### config.mk
export PLATFORM = sky130hd
export DESIGN_NAME = spi_slave_rx_flat
export DESIGN_NICKNAME = d
export VERILOG_FILES = /design/src/rtl/spi_slave_rx_if.sv /design/src/rtl/spi_slave_rx.sv /design/src/flat_wrapper.sv
export SDC_FILE = /design/constraint.sdc
export NUM_CORES = 1
export LEC_CHECK = 0
export BUFFER_PORTS_ARGS = -buffer_cell sky130_fd_sc_hd__buf_2
export CORE_ASPECT_RATIO = 0.9
export CORE_UTILIZATION = 45
export DETAILED_ROUTE_END_ITERATION = 8
export HOLD_SLACK_MARGIN = 0.05
export PLACE_DENSITY = 0.72
export RECOVER_POWER = 100
export SYNTH_ARGS = -nofsm -noshare
export SYNTH_HDL_FRONTEND = slang
export SYNTH_SLANG_ARGS = --single-unit
### constraint.sdc
create_clock -name clk -period 2.3 [get_ports clk]
set_input_delay 0 -clock clk [delete_from_list [all_inputs] [get_ports clk]]
set_output_delay 0 -clock clk [all_outputs]
set_load 0.05 [all_outputs]
### src/rtl/spi_slave_rx_if.sv
// Parallel side of the SPI slave: byte to return, received byte, event pulses.
// Latency: n/a (signal bundle only).
// Backpressure: none; the SPI master paces every transfer.
//
// Ports (modports):
//   slave  - the SPI block: reads tx_data, drives tx_load/rx_data/rx_valid/frame_err
//   master - the host logic: drives tx_data, observes the rest
interface spi_slave_rx_if;
  logic [7:0] tx_data;
  logic       tx_load;
  logic [7:0] rx_data;
  logic       rx_valid;
  logic       frame_err;

  modport slave (
    input  tx_data,
    output tx_load,
    output rx_data,
    output rx_valid,
    output frame_err
  );

  modport master (
    output tx_data,
    input  tx_load,
    input  rx_data,
    input  rx_valid,
    input  frame_err
  );
endinterface

### src/rtl/spi_slave_rx.sv
// SPI slave (modes 0-3) oversampled by clk: receives MOSI bytes, returns MISO bytes.
// Latency: rx_valid/tx_load one clk after the synchronized 8th sample edge (SYNC_STAGES+1 after sclk).
// Backpressure: none; rx_valid is a one-cycle pulse and rx_data simply holds until the next byte.
//
// Ports:
//   clk, reset        - system clock, synchronous active-high reset
//   polarity, phase   - CPOL/CPHA, latched when a frame starts
//   sclk, cs_n, mosi  - asynchronous SPI inputs (synchronized here)
//   miso, miso_oe     - SPI data out and its drive enable (high only inside a frame)
//   bus               - parallel side: tx_data/tx_load, rx_data/rx_valid, frame_err
module spi_slave_rx #(
  parameter int SYNC_STAGES = 2  // legal range 2..3
) (
  input  logic            clk,
  input  logic            reset,
  input  logic            polarity,
  input  logic            phase,
  input  logic            sclk,
  input  logic            cs_n,
  input  logic            mosi,
  output logic            miso,
  output logic            miso_oe,
  spi_slave_rx_if.slave   bus
);

  typedef enum logic {IDLE, ACTIVE} state_t;

  // Synchronizers and one-cycle-delayed copies for edge detection
  logic [SYNC_STAGES-1:0] sclk_sync;
  logic [SYNC_STAGES-1:0] cs_sync;
  logic [SYNC_STAGES-1:0] mosi_sync;
  logic                   sclk_d;
  logic                   cs_d;

  logic sclk_s;
  logic cs_s;
  logic mosi_s;

  assign sclk_s = sclk_sync[SYNC_STAGES-1];
  assign cs_s   = cs_sync[SYNC_STAGES-1];
  assign mosi_s = mosi_sync[SYNC_STAGES-1];

  always_ff @(posedge clk) begin
    if (reset) begin
      // Load idle levels so releasing reset never looks like an edge
      sclk_sync <= {SYNC_STAGES{polarity}};
      cs_sync   <= {SYNC_STAGES{1'b1}};
      mosi_sync <= '0;
      sclk_d    <= polarity;
      cs_d      <= 1'b1;
    end else begin
      sclk_sync <= {sclk_sync[SYNC_STAGES-2:0], sclk};
      cs_sync   <= {cs_sync[SYNC_STAGES-2:0], cs_n};
      mosi_sync <= {mosi_sync[SYNC_STAGES-2:0], mosi};
      sclk_d    <= sclk_s;
      cs_d      <= cs_s;
    end
  end

  // Frame state and datapath registers
  state_t     state_q, state_d;
  logic [2:0] bit_cnt_q, bit_cnt_d;
  // Only 7 bits are kept: the 8th sampled bit goes straight into rx_data.
  logic [6:0] rx_shift_q, rx_shift_d;
  logic [7:0] tx_shift_q, tx_shift_d;
  logic [7:0] rx_data_q, rx_data_d;
  logic       cpol_q, cpol_d;
  logic       cpha_q, cpha_d;
  logic       rx_valid_q, rx_valid_d;
  logic       tx_load_q, tx_load_d;
  logic       frame_err_q, frame_err_d;

  logic cs_fall;
  logic cs_rise;
  logic lead_edge;
  logic trail_edge;
  logic sample_edge;
  logic shift_edge;

  assign cs_fall     = cs_d & ~cs_s;
  assign cs_rise     = ~cs_d & cs_s;
  // Leading edge leaves the latched idle level, trailing edge returns to it
  assign lead_edge   = (sclk_d == cpol_q) && (sclk_s != cpol_q);
  assign trail_edge  = (sclk_d != cpol_q) && (sclk_s == cpol_q);
  assign sample_edge = cpha_q ? trail_edge : lead_edge;
  assign shift_edge  = cpha_q ? lead_edge  : trail_edge;

  always_comb begin
    state_d     = state_q;
    bit_cnt_d   = bit_cnt_q;
    rx_shift_d  = rx_shift_q;
    tx_shift_d  = tx_shift_q;
    rx_data_d   = rx_data_q;
    cpol_d      = cpol_q;
    cpha_d      = cpha_q;
    rx_valid_d  = 1'b0;
    tx_load_d   = 1'b0;
    frame_err_d = 1'b0;

    unique case (state_q)
      IDLE: begin
        if (cs_fall) begin
          state_d    = ACTIVE;
          bit_cnt_d  = 3'd0;
          rx_shift_d = '0;
          tx_shift_d = bus.tx_data;
          tx_load_d  = 1'b1;
          cpol_d     = polarity;
          cpha_d     = phase;
        end
      end

      ACTIVE: begin
        // cs_n release takes priority over any sclk edge seen in the same cycle
        if (cs_rise) begin
          state_d     = IDLE;
          bit_cnt_d   = 3'd0;
          rx_shift_d  = '0;
          tx_shift_d  = '0;
          frame_err_d = (bit_cnt_q != 3'd0);
        end else if (sample_edge) begin
          if (bit_cnt_q == 3'd7) begin
            rx_data_d  = {rx_shift_q, mosi_s};
            rx_valid_d = 1'b1;
            rx_shift_d = '0;
            bit_cnt_d  = 3'd0;
            tx_shift_d = bus.tx_data;
            tx_load_d  = 1'b1;
          end else begin
            rx_shift_d = {rx_shift_q[5:0], mosi_s};
            bit_cnt_d  = bit_cnt_q + 3'd1;
          end
        end else if (shift_edge && (bit_cnt_q != 3'd0)) begin
          // With bit_cnt 0 the shift edge is either the first leading edge
          // (CPHA=1) or the edge right after a reload (CPHA=0); in both cases
          // bit 7 must stay on miso, so only later shift edges advance.
          tx_shift_d = {tx_shift_q[6:0], 1'b0};
        end
      end

      default: state_d = IDLE;
    endcase
  end

  always_ff @(posedge clk) begin
    if (reset) begin
      state_q     <= IDLE;
      bit_cnt_q   <= 3'd0;
      rx_shift_q  <= '0;
      tx_shift_q  <= '0;
      rx_data_q   <= '0;
      cpol_q      <= 1'b0;
      cpha_q      <= 1'b0;
      rx_valid_q  <= 1'b0;
      tx_load_q   <= 1'b0;
      frame_err_q <= 1'b0;
    end else begin
      state_q     <= state_d;
      bit_cnt_q   <= bit_cnt_d;
      rx_shift_q  <= rx_shift_d;
      tx_shift_q  <= tx_shift_d;
      rx_data_q   <= rx_data_d;
      cpol_q      <= cpol_d;
      cpha_q      <= cpha_d;
      rx_valid_q  <= rx_valid_d;
      tx_load_q   <= tx_load_d;
      frame_err_q <= frame_err_d;
    end
  end

  assign miso_oe       = (state_q == ACTIVE);
  assign miso          = miso_oe & tx_shift_q[7];
  assign bus.rx_data   = rx_data_q;
  assign bus.rx_valid  = rx_valid_q;
  assign bus.tx_load   = tx_load_q;
  assign bus.frame_err = frame_err_q;

endmodule
### src/flat_wrapper.sv
// flat-port wrapper written by rule: the top's interface ports become plain ports
module spi_slave_rx_flat 
#(
  parameter int SYNC_STAGES = 2                     
)
  (clk, reset, polarity, phase, sclk, cs_n, mosi, miso, miso_oe, bus_tx_data, bus_tx_load, bus_rx_data, bus_rx_valid, bus_frame_err);
  spi_slave_rx_if bus_i ();
  input  logic clk;
  input  logic reset;
  input  logic polarity;
  input  logic phase;
  input  logic sclk;
  input  logic cs_n;
  input  logic mosi;
  output logic miso;
  output logic miso_oe;
  input wire logic [$bits(bus_i.tx_data)-1:0] bus_tx_data;
  output wire logic [$bits(bus_i.tx_load)-1:0] bus_tx_load;
  output wire logic [$bits(bus_i.rx_data)-1:0] bus_rx_data;
  output wire logic [$bits(bus_i.rx_valid)-1:0] bus_rx_valid;
  output wire logic [$bits(bus_i.frame_err)-1:0] bus_frame_err;
  assign bus_i.tx_data = bus_tx_data;
  assign bus_tx_load = bus_i.tx_load;
  assign bus_rx_data = bus_i.rx_data;
  assign bus_rx_valid = bus_i.rx_valid;
  assign bus_frame_err = bus_i.frame_err;
  spi_slave_rx #(.SYNC_STAGES(SYNC_STAGES)) u_core (.clk(clk), .reset(reset), .polarity(polarity), .phase(phase), .sclk(sclk), .cs_n(cs_n), .mosi(mosi), .miso(miso), .miso_oe(miso_oe), .bus(bus_i));
endmodule
==> results_dict.tcl, run 1 <==
set metrics [dict create \
    h-tree-depth 2 \
    async_flop_share 0 \
    io_buffers 27 \
    postRouteAntennaNets 0 \
    clock_skew_ns 0.006309 \
    via_count 1348 \
    clk_latency_ns 0.29 \
    p_seq_frac 0.569 \
    drt_iter0_markers 52 \
    worst_pin_slew_ns 0.6966 \
    drt-vias-per-instance 5.245 \
    drt_first_pass_iters 4 \
    antennaDiodeCount 0 \
    critPathLaunchType "register" \
    hold_viol_final 0 \
    wirelength_mm 3.363 \
    timing.slew.headroom 0.5346 \
    fp.dieW_um 66.61 \
    status "completed" \
    cts_tree "yes" \
    grt_max_degree 26 \
    combPwrFrac 0.088 \
    slew_violations 0 \
    top_level_ports 28 \
    synth_area_um2 1690 \
    synth_edf_count 0 \
    netlist_instances 176 \
    placed_area_um2 1859 \
    yosys_warnings 0 \
    cts_buffer_depth 2 \
    area_delta_synth_final_pct 17.99 \
    post-route-drc-count 0 \
    dpl.hpwl_mm 2.319 \
    synth_cell_types 31 \
    cts_buffers 5 \
    core-area_um2 3478 \
    critPathSlowestCell "o41a_1" \
    final_net_count 231 \
    hp-class "in2reg" \
    dieHeight_um 60.15 \
    rsz0062_at_grt "no" \
    place.gp.congestion 0.8377 \
    grt_pass1_vias 1333 \
    synthTopCellsByArea "dfxtp_1, mux2i_1, nand2_1" \
    drive_gt1_frac 0.1221 \
    ys.flop_type "dfxtp_1" \
    worst_ep_arrival_time_ns 2.32 \
    hold_ws_ns 0.06349 \
    syn_avg_cell_area_um2 9.604 \
    min_period_ns 2.153 \
    crit_required_ns 2.46 \
    slowest_delay_ns 0.47 \
    cts.sinks 40 \
    grt_pass1_wl_mm 5.637 \
    p_leak_nw 0.7373 \
    wl_per_cell_um 13.09 \
    crit_chain "ha_1, ha_1, nand3b_1, mux2i_1, o41a_1, or2_1, mux2i_1" \
    path_clk_slew_ns 0.07 \
    switchingPower_uw 301.6 \
    place_ws_ns 0.1669 \
    syn_nets 194 \
    rows 20 \
    cts_root_buf "clkbuf_8" \
    cp_max_fo 8 \
    antenna_found_initial 0 \
    netlist.area_leader.share 0.4737 \
    ir_drop_mv 0.3665 \
    floorplan.initialDensity 0.4860 \
    final_area_um2 1994 \
    final.setup.worst_slack_ns 0.1471 \
    grt.overflow.total 0 \
    gr-usage-all-layers 0.1951 \
    p_clk_frac 0.342 \
    fin_tns_setup_ns 0 \
    cap_violations 0 \
    internal_power_uw 968.2 \
    ys_seq_area_frac 0.4737 \
    min_period_over_period 0.9360 \
    die_area_um2 4006 \
    power_density_nw_per_um2 636.7 \
    setup_viol_count_final 0 \
    worstSetupPathType "reg2reg" \
    switching_share 0.2375 \
    yosysTopAreaCell "dfxtp_1" \
    fmax_mhz 464.5 \
    critPathCaptureType "register" \
    ys_ff_latch 40 \
]
==> state kept, by name, summed over array words and instances (netlist names) <==
signal / count
u_core.bus.frame_err: 1
u_core.bit_cnt_q: 3
u_core.bus.rx_valid: 1
u_core.bus.tx_load: 1
u_core.cs_d: 1
u_core.rx_shift_q: 7
u_core.bus.rx_data: 8
u_core.cpol_q: 1
u_core.cs_sync: 2
u_core.tx_shift_q: 8
u_core.mosi_sync: 2
u_core.miso_oe: 1
u_core.sclk_sync: 2
u_core.cpha_q: 1
u_core.sclk_d: 1
==> metal layers <==
layer | GRT usage | share of wire
met5 | 0 | 0
met4 | 0.07903 | 0.014
met3 | 0.07634 | 0.045
met2 | 0.3405 | 0.48
met1 | 0.2110 | 0.46
==> path summary, 6_finish.rpt <==
path,startpoint,endpoint,slack [ns],cells past startpoint
max reg2reg,u_core.bit_cnt_q[0],u_core.tx_shift_q[7],0.15,7
min reg2reg,u_core.cs_sync[0],u_core.cs_sync[1],0.41,1
min,bus_tx_data[2],u_core.tx_shift_q[2],0.06,3
max,u_core.bit_cnt_q[0],u_core.tx_shift_q[7],0.15,7
==> cell usage after synthesis (all sizes together) (2+ instances only) <==
cell type / instances
a21oi: 3
and2: 2
buf: 3
clkbuf: 6
dfxtp: 40
ha: 3
inv: 6
mux2i: 30
nand2: 30
nand2b: 3
nand3: 2
nand3b: 2
nor2: 11
nor2b: 5
nor3: 2
nor3b: 4
o21ai: 5
o221ai: 6
or2: 4
==> power groups by stage <==
stage / sequential (mW) / combinational [mW] / clock (mW)
finish: 0.723 / 0.112 / 0.434
CTS: 0.723 / 0.115 / 0.445
floorplan: 0.739 / 0.0738 / 0
global placement: 0.738 / 0.0993 / 0
detailed placement: 0.739 / 0.104 / 0
global route: 0.725 / 0.123 / 0.476
==> logic make-up (layout without fill, tap and decap cells) <==
family | after synthesis | after routing | synth area share
compound gates | 19 | 19 | 0.08068
flops | 40 | 40 | 0.4737
fa+ha+maj | 3 | 3 | 0.02221
buf+inv | 15 | 52 | 0.03923
xor+xnor | 1 | 1 | 0.009625
mux | 31 | 31 | 0.1843
simple gates | 67 | 67 | 0.1902
==> layout by cell type (no fill, tap or decap), drive strengths merged, types with 2 or more instances in the layout <==
cell	n
a21oi	3
and2	2
buf	14
clkbuf	22
dfxtp	40
dlygate4sd3	9
ha	3
inv	6
mux2i	30
nand2	30
nand2b	3
nand3	2
nand3b	2
nor2	11
nor2b	5
nor3	2
nor3b	4
o21ai	5
o221ai	6
or2	4
==> worst max-delay path, delay by kind of cell (launching register included) <==
family / cells / cell delay, ns
adders and majority gates: 2 / 0.42
DFF: 1 / 0.32
and+or+nand+nor: 2 / 0.50
AOI/OAI and AO/OA: 1 / 0.47
muxes: 2 / 0.31
==> layout make-up <==
class | instances | area [um^2]
inverter | 6 | 22.52
timing repair buffer | 39 | 224.0
clock buffer | 6 | 72.57
clock inverter | 1 | 5.005
sequential | 40 | 800.8
fill | 319 | 1484
multi-input combinational | 121 | 814.5
tap | 44 | 55.05
==> through the flow <==
| stage | util | power, mW | cells |
|---|---|---|---|
| CTS | 0.5827 | 1.284 | 257 |
| detailed placement | 0.5345 | 0.8423 | 241 |
| floorplan | - | 0.8124 | 176 |
| finish | 0.5734 | 1.270 | 257 |
| global route | 0.5734 | 1.325 | 257 |
| global placement | 0.5345 | 0.8372 | 241 |
==> repair_timing <==
action,CTS,global route
gates resized for setup,0,0
endpoints found under the hold margin,11,0
buffers inserted,0,0
hold buffers,9,0
endpoints found under the setup margin,0,0
Power figures use the tool's default switching activity.
==> run 2: changes to the inputs <==
--- a/config.mk
+++ b/config.mk
@@ -12,6 +12,7 @@
 export HOLD_SLACK_MARGIN = 0.05
 export PLACE_DENSITY = 0.72
 export RECOVER_POWER = 100
+export SETUP_SLACK_MARGIN = 0.4
 export SYNTH_ARGS = -nofsm -noshare
 export SYNTH_HDL_FRONTEND = slang
 export SYNTH_SLANG_ARGS = --single-unit
==> results_dict.tcl, run 2 (synthesis results as in run 1) <==
set metrics [dict create \
    status "completed" \
    num-fill-cells 312 \
    cts_buffer_depth 2 \
    switchingPower_uw 306.0 \
    post-route-drc-count 0 \
    internal_power_uw 969.6 \
    worst_ep_arrival_time_ns 2.16 \
    hold_ws_ns 0.06753 \
    utilization 0.5842 \
    die_area_um2 4006 \
    final_area_um2 2032 \
    dpl.hpwl_mm 2.319 \
    clock_skew_ns 0.006591 \
    cts.sinks 40 \
    worst_pin_slew_ns 0.6247 \
    combPwrFrac 0.090 \
    critPathCaptureType "register" \
    endpoint "u_core.bit_cnt_q[1]" \
    top_level_ports 28 \
    p_seq_frac 0.567 \
    reg2regPathDepth 6 \
    min_period_ns 1.944 \
    min_period_over_period 0.8452 \
    grt.overflow.total 0 \
    regArea_um2 800.8 \
    floorplan.initialDensity 0.4860 \
    hp-class "in2reg" \
    crit_chain "xnor2_1, mux2i_1, o21ai_0, nand2b_1, buf_4, mux2i_1" \
    r2r-start "u_core.cpol_q" \
    ir_drop_mv 0.3644 \
    via_count 1365 \
    place_ws_ns 0.1669 \
    setup_viol_count_final 0 \
    slew_violations 0 \
    place.gp.congestion 0.8377 \
    placed_area_um2 1859 \
    r2r-end "u_core.bit_cnt_q[1]" \
    rsz0062_at_grt "no" \
    rows 20 \
    power_density_nw_per_um2 627.8 \
    drt-vias-per-instance 5.250 \
    area_delta_synth_final_pct 20.21 \
    cts_buffers 5 \
    crit_required_ns 2.52 \
    antenna_found_initial 0 \
    switching_share 0.2399 \
    worstSetupPathType "reg2reg" \
    startpoint "u_core.cpol_q" \
    drt_iter0_markers 60 \
    p_clk_frac 0.343 \
    wl_per_cell_um 13.31 \
    final_net_count 234 \
    grt_pass1_vias 1329 \
    cts_tree "yes" \
    p_leak_nw 0.7520 \
    cp_max_fo 10 \
    slowest_delay_ns 0.49 \
    cap_violations 0 \
    grt_pass1_wl_mm 5.671 \
    drive_gt1_frac 0.1528 \
    core-area_um2 3478 \
    drt_first_pass_iters 4 \
    antennaDiodeCount 0 \
    postRouteAntennaNets 0 \
    hold_viol_final 0 \
    wirelength_mm 3.460 \
    clk_latency_ns 0.30 \
    h-tree-depth 2 \
    io_buffers 27 \
    grt_max_degree 26 \
    multi_input_area_um2 830.8 \
    critPathLaunchType "register" \
    fmax_mhz 514.4 \
    dieHeight_um 60.15 \
    gr-usage-all-layers 0.1967 \
    cts_root_buf "clkbuf_8" \
    path_clk_slew_ns 0.07 \
    mostFrequentLayoutCells "dfxtp_1, nand2_1, mux2i_1" \
    reg2reg_slack_ns 0.36 \
    final.setup.worst_slack_ns 0.3561 \
    timing.slew.headroom 0.5831 \
    layout_commonest_cell "dfxtp_1" \
    fin_tns_setup_ns 0 \
    fp.dieW_um 66.61 \
    critPathSlowestCell "xnor2_1" \
    crit_top_cell "mux2i_1" \
]
## run 2: metal layers
layer / wire [um] / up-vias / share of wire / track usage
li1: - / 680 / - / -
met1: 1586 / 652 / 0.46 / 0.2169
met2: 1675 / 29 / 0.48 / 0.3391
met3: 162 / 4 / 0.047 / 0.07634
met4: 36 / 0 / 0.010 / 0.07903
met5: 0 / - / 0 / 0
## run 2: per-stage QoR
| step | cells | power [mW] |
|---|---|---|
| 2_1_floorplan | 176 | 0.8124 |
| 3_3_place_gp | 241 | 0.8372 |
| 3_5_place_dp | 241 | 0.8423 |
| 4_1_cts | 257 | 1.285 |
| 5_1_grt | 260 | 1.327 |
| 6_report | 260 | 1.276 |
## run 2: final cells by class
type                            count  area share
Multi-Input combinational cell    121      0.4089
Tap cell                           44     0.02709
Sequential cell                    40      0.3941
Clock buffer                        6     0.03571
Timing Repair Buffer               42      0.1207
Clock inverter                      1    0.002463
Inverter                            6     0.01108
## run 2: what timing repair did
item                                    in CTS  in global routing
hold endpoints to repair                    11                  0
endpoints found under the setup margin      16                 19
gates resized for setup                      4                  9
pin swaps                                    2                  2
hold buffers                                 9                  0
buffers inserted                             0                  3
## run 2: power by group through the flow
stage	clock, mW	sequential, mW	combinational [mW]
detailed placement	0	0.739	0.104
global placement	0	0.738	0.0993
global route	0.476	0.726	0.126
floorplan	0	0.739	0.0738
finish	0.437	0.723	0.115
CTS	0.445	0.723	0.117
## run 2: how the worst min path moves through the flow
stage | cells after the start | end | start
finish | 3 | u_core.tx_shift_q[4] | bus_tx_data[4]
global placement | 2 | u_core.cs_sync[0] | cs_n
CTS | 3 | u_core.tx_shift_q[2] | bus_tx_data[2]
global route | 3 | u_core.tx_shift_q[2] | bus_tx_data[2]
detailed placement | 2 | u_core.cs_sync[0] | cs_n
floorplan | 1 | u_core.cs_sync[0] | cs_n
## run 2: critical path: cells and delay by family (launching register included)
kind,cells,cell delay [ns]
AOI/OAI and AO/OA,1,0.14
xor gates and xnor gates,1,0.49
buffers and inverters,1,0.21
DFF,1,0.32
muxes,2,0.60
and+or+nand+nor,1,0.11
==> run 3: changes to the inputs <==
--- a/config.mk
+++ b/config.mk
@@ -5,12 +5,13 @@
 export SDC_FILE = /design/constraint.sdc
 export NUM_CORES = 1
 export LEC_CHECK = 0
+export ABC_AREA = 1
 export BUFFER_PORTS_ARGS = -buffer_cell sky130_fd_sc_hd__buf_2
 export CORE_ASPECT_RATIO = 0.9
 export CORE_UTILIZATION = 45
 export DETAILED_ROUTE_END_ITERATION = 8
 export HOLD_SLACK_MARGIN = 0.05
-export PLACE_DENSITY = 0.72
+export PLACE_DENSITY = 0.71
 export RECOVER_POWER = 100
 export SETUP_SLACK_MARGIN = 0.4
 export SYNTH_ARGS = -nofsm -noshare
==> constraint.sdc (replaced) <==
create_clock -name clk -period 2 [get_ports clk]
set_input_delay 0 -clock clk [delete_from_list [all_inputs] [get_ports clk]]
set_output_delay 0 -clock clk [all_outputs]
set_load 0.05 [all_outputs]
==> results_dict.tcl, run 3 <==
set metrics [dict create \
    status "completed" \
    layout_commonest_cell "nand2_1" \
    clock_skew_ns 0.01018 \
    ys.flop_type "dfxtp_1" \
    crit_chain "inv_2, nand2_1, nand2_1, nand3_1, nand2_1, nand2_4, nor2_8, inv_6, nor2_2, nor2_1" \
    postCtsSetupBuffers 0 \
    worst_ep_arrival_time_ns 1.79 \
    io_buffers 27 \
    cts_buffers 5 \
    reg2regPathDepth 10 \
    synthTopCellsByArea "dfxtp_1, nand2_1, nor2_1" \
    worstSetupPathType "reg2reg" \
    yosysTopAreaCell "dfxtp_1" \
    wirelength_mm 3.616 \
    drive_gt1_frac 0.1873 \
    drt-vias-per-instance 4.736 \
    fmax_mhz 621.1 \
    yosys_warnings 0 \
    synthTopCellsByCount "nand2_1, dfxtp_1, nor2_1" \
    netlist.area_leader.share 0.4230 \
    p_leak_nw 1.079 \
    instances_no_fill 345 \
    gr-usage-all-layers 0.1721 \
    hold_path_depth 2 \
    post-place-cells 321 \
    cts.sinks 40 \
    total_power_mw 1.649 \
    h-tree-depth 2 \
    final_area_um2 2275 \
    clk_latency_ns 0.29 \
    r2r-end "u_core.bus.rx_data[1]" \
    antenna_found_initial 0 \
    hp-class "in2reg" \
    holdCritStartpoint "reset" \
    slowest_delay_ns 0.35 \
    ir_drop_mv 0.4088 \
    grt_max_degree 22 \
    drt_iter0_markers 72 \
    placed_area_um2 2066 \
    cap_violations 0 \
    via_count 1634 \
    final_net_count 316 \
    cp_max_fo 10 \
    dieHeight_um 63.53 \
    post-route-drc-count 0 \
    antennaDiodeCount 0 \
    mostFrequentLayoutCells "nand2_1, dfxtp_1, nor2_1" \
    drt_first_pass_iters 4 \
    num-fill-cells 371 \
    async_flop_share 0 \
    synth_cell_types 28 \
    top_usage_layer "met2" \
    cts_buffer_depth 2 \
    gr-usage-met1 0.2077 \
    timing.slew.headroom 0.5842 \
    area_delta_synth_final_pct 20.16 \
    critPathCaptureType "register" \
    path_clk_slew_ns 0.08 \
    synth.most_common_cell "nand2_1" \
    syn_nets 270 \
    critPathSlowestCell "dfxtp_1" \
    setup_viol_count_final 0 \
    dpl.hpwl_mm 2.419 \
    crit_top_cell "nand2_1" \
    slew_violations 0 \
    cts_root_buf "clkbuf_8" \
    syn_avg_cell_area_um2 7.512 \
    die_area_um2 4471 \
    rows 21 \
    power_density_nw_per_um2 725.1 \
    r2r-start "u_core.cpol_q" \
    grt_pass1_vias 1421 \
    min_period_ns 1.610 \
    ys_ff_latch 40 \
    top_level_ports 28 \
    postRouteAntennaNets 0 \
    grtUsageMet2 0.2881 \
    rsz0062_at_grt "no" \
    place.gp.congestion 0.8046 \
    worst_pin_slew_ns 0.6237 \
    core-area_um2 3862 \
    reg2reg_slack_ns 0.39 \
    ys_seq_area_frac 0.4230 \
    grt.overflow.total 0 \
    wl_per_cell_um 10.48 \
    worstHoldEndpoint "u_core.bus.rx_valid" \
    critPathLaunchType "register" \
    synth_edf_count 0 \
    floorplan.initialDensity 0.4901 \
    grt_pass1_wl_mm 6.016 \
    synth_area_um2 1893 \
    cts_tree "yes" \
    crit_required_ns 2.18 \
    met3_usage 0.04320 \
    netlist_instances 252 \
    fp.dieW_um 70.37 \
    hold_viol_final 0 \
    min_period_over_period 0.8051 \
    fin_tns_setup_ns 0 \
]
[run 3: cell count changes in the layout (fill, tap and decap cells not counted), sizes merged, moves of 5 or more]
cell	before	now
nand2	30	69
nor2b	5	0
mux2i	30	0
dlygate4sd3	9	15
o21ai	5	19
nand3	2	18
a21oi	3	13
o221ai	6	0
nor2	11	48
inv	6	34
[run 3: final cells by class]
type	instances	area, um^2	area share
tap	46	57.56	0.02530
clock inverter	2	10.01	0.004400
timing repair buffer	43	271.5	0.1194
clock buffer	6	82.58	0.03630
multi-input combinational	174	919.6	0.4043
sequential	40	800.8	0.3520
inverter	34	132.6	0.05831
[run 3: worst max-delay path by stage]
stage                              startpoint                    end
after floorplan                u_core.miso_oe  u_core.bus.rx_data[7]
after global placement    u_core.bit_cnt_q[0]   u_core.tx_shift_q[3]
after detailed placement  u_core.bit_cnt_q[0]   u_core.tx_shift_q[0]
after CTS                 u_core.bit_cnt_q[0]   u_core.tx_shift_q[0]
after global routing            u_core.cpol_q  u_core.bus.rx_data[7]
final                           u_core.cpol_q  u_core.bus.rx_data[1]
[run 3: where the power goes]
group / switching, mW / internal (mW) / leakage (nW) / total (mW)
Clock: 0.274 / 0.275 / 0.0510 / 0.549
Combinational: 0.144 / 0.0934 / 0.701 / 0.238
Sequential: 0.0246 / 0.838 / 0.327 / 0.863
[run 3: stage by stage]
| step | worst slack [ns] | util | hold WS, ns |
|---|---|---|---|
| after floorplan | 0.6135 | - | 0.1031 |
| after global placement | 0.5341 | 0.5348 | 0.1827 |
| after detailed placement | 0.4859 | 0.5348 | 0.1868 |
| after CTS | 0.4815 | 0.5977 | 0.05095 |
| after global routing | 0.2032 | 0.5889 | 0.2264 |
| final | 0.3898 | 0.5889 | 0.1766 |
[run 3: logic make-up after synthesis]
group	count (synthesis)	share of synthesized area
AO/OA/AOI/OAI	32	0.09451
adder cells (fa/ha/maj)	3	0.01983
buffers and inverters	39	0.08525
flip-flops	40	0.4230
AND/OR/NAND/NOR	138	0.3774
[run 3: worst max-delay path: cells and delay by family, from the launching register on]
family / cells / cell delay [ns]
buf+inv: 2 / 0.19
simple gates: 8 / 0.96
flops: 1 / 0.35
[run 3: repair_timing]
action / 4_1_cts / 5_1_grt
endpoints found under the hold margin: 16 / 0
hold buffers: 15 / 0
endpoints found under the setup margin: 0 / 17
gates resized for setup: 0 / 2
[run 3: metal layers]
| layer | share of wire | up-vias | wire length (um) |
|---|---|---|---|
| met2 | 0.45 | 28 | 1641 |
| met3 | 0.041 | 4 | 150 |
| met4 | 0.011 | 0 | 38 |
| met1 | 0.49 | 730 | 1785 |
| met5 | 0 | - | 0 |
| li1 | - | 872 | - |
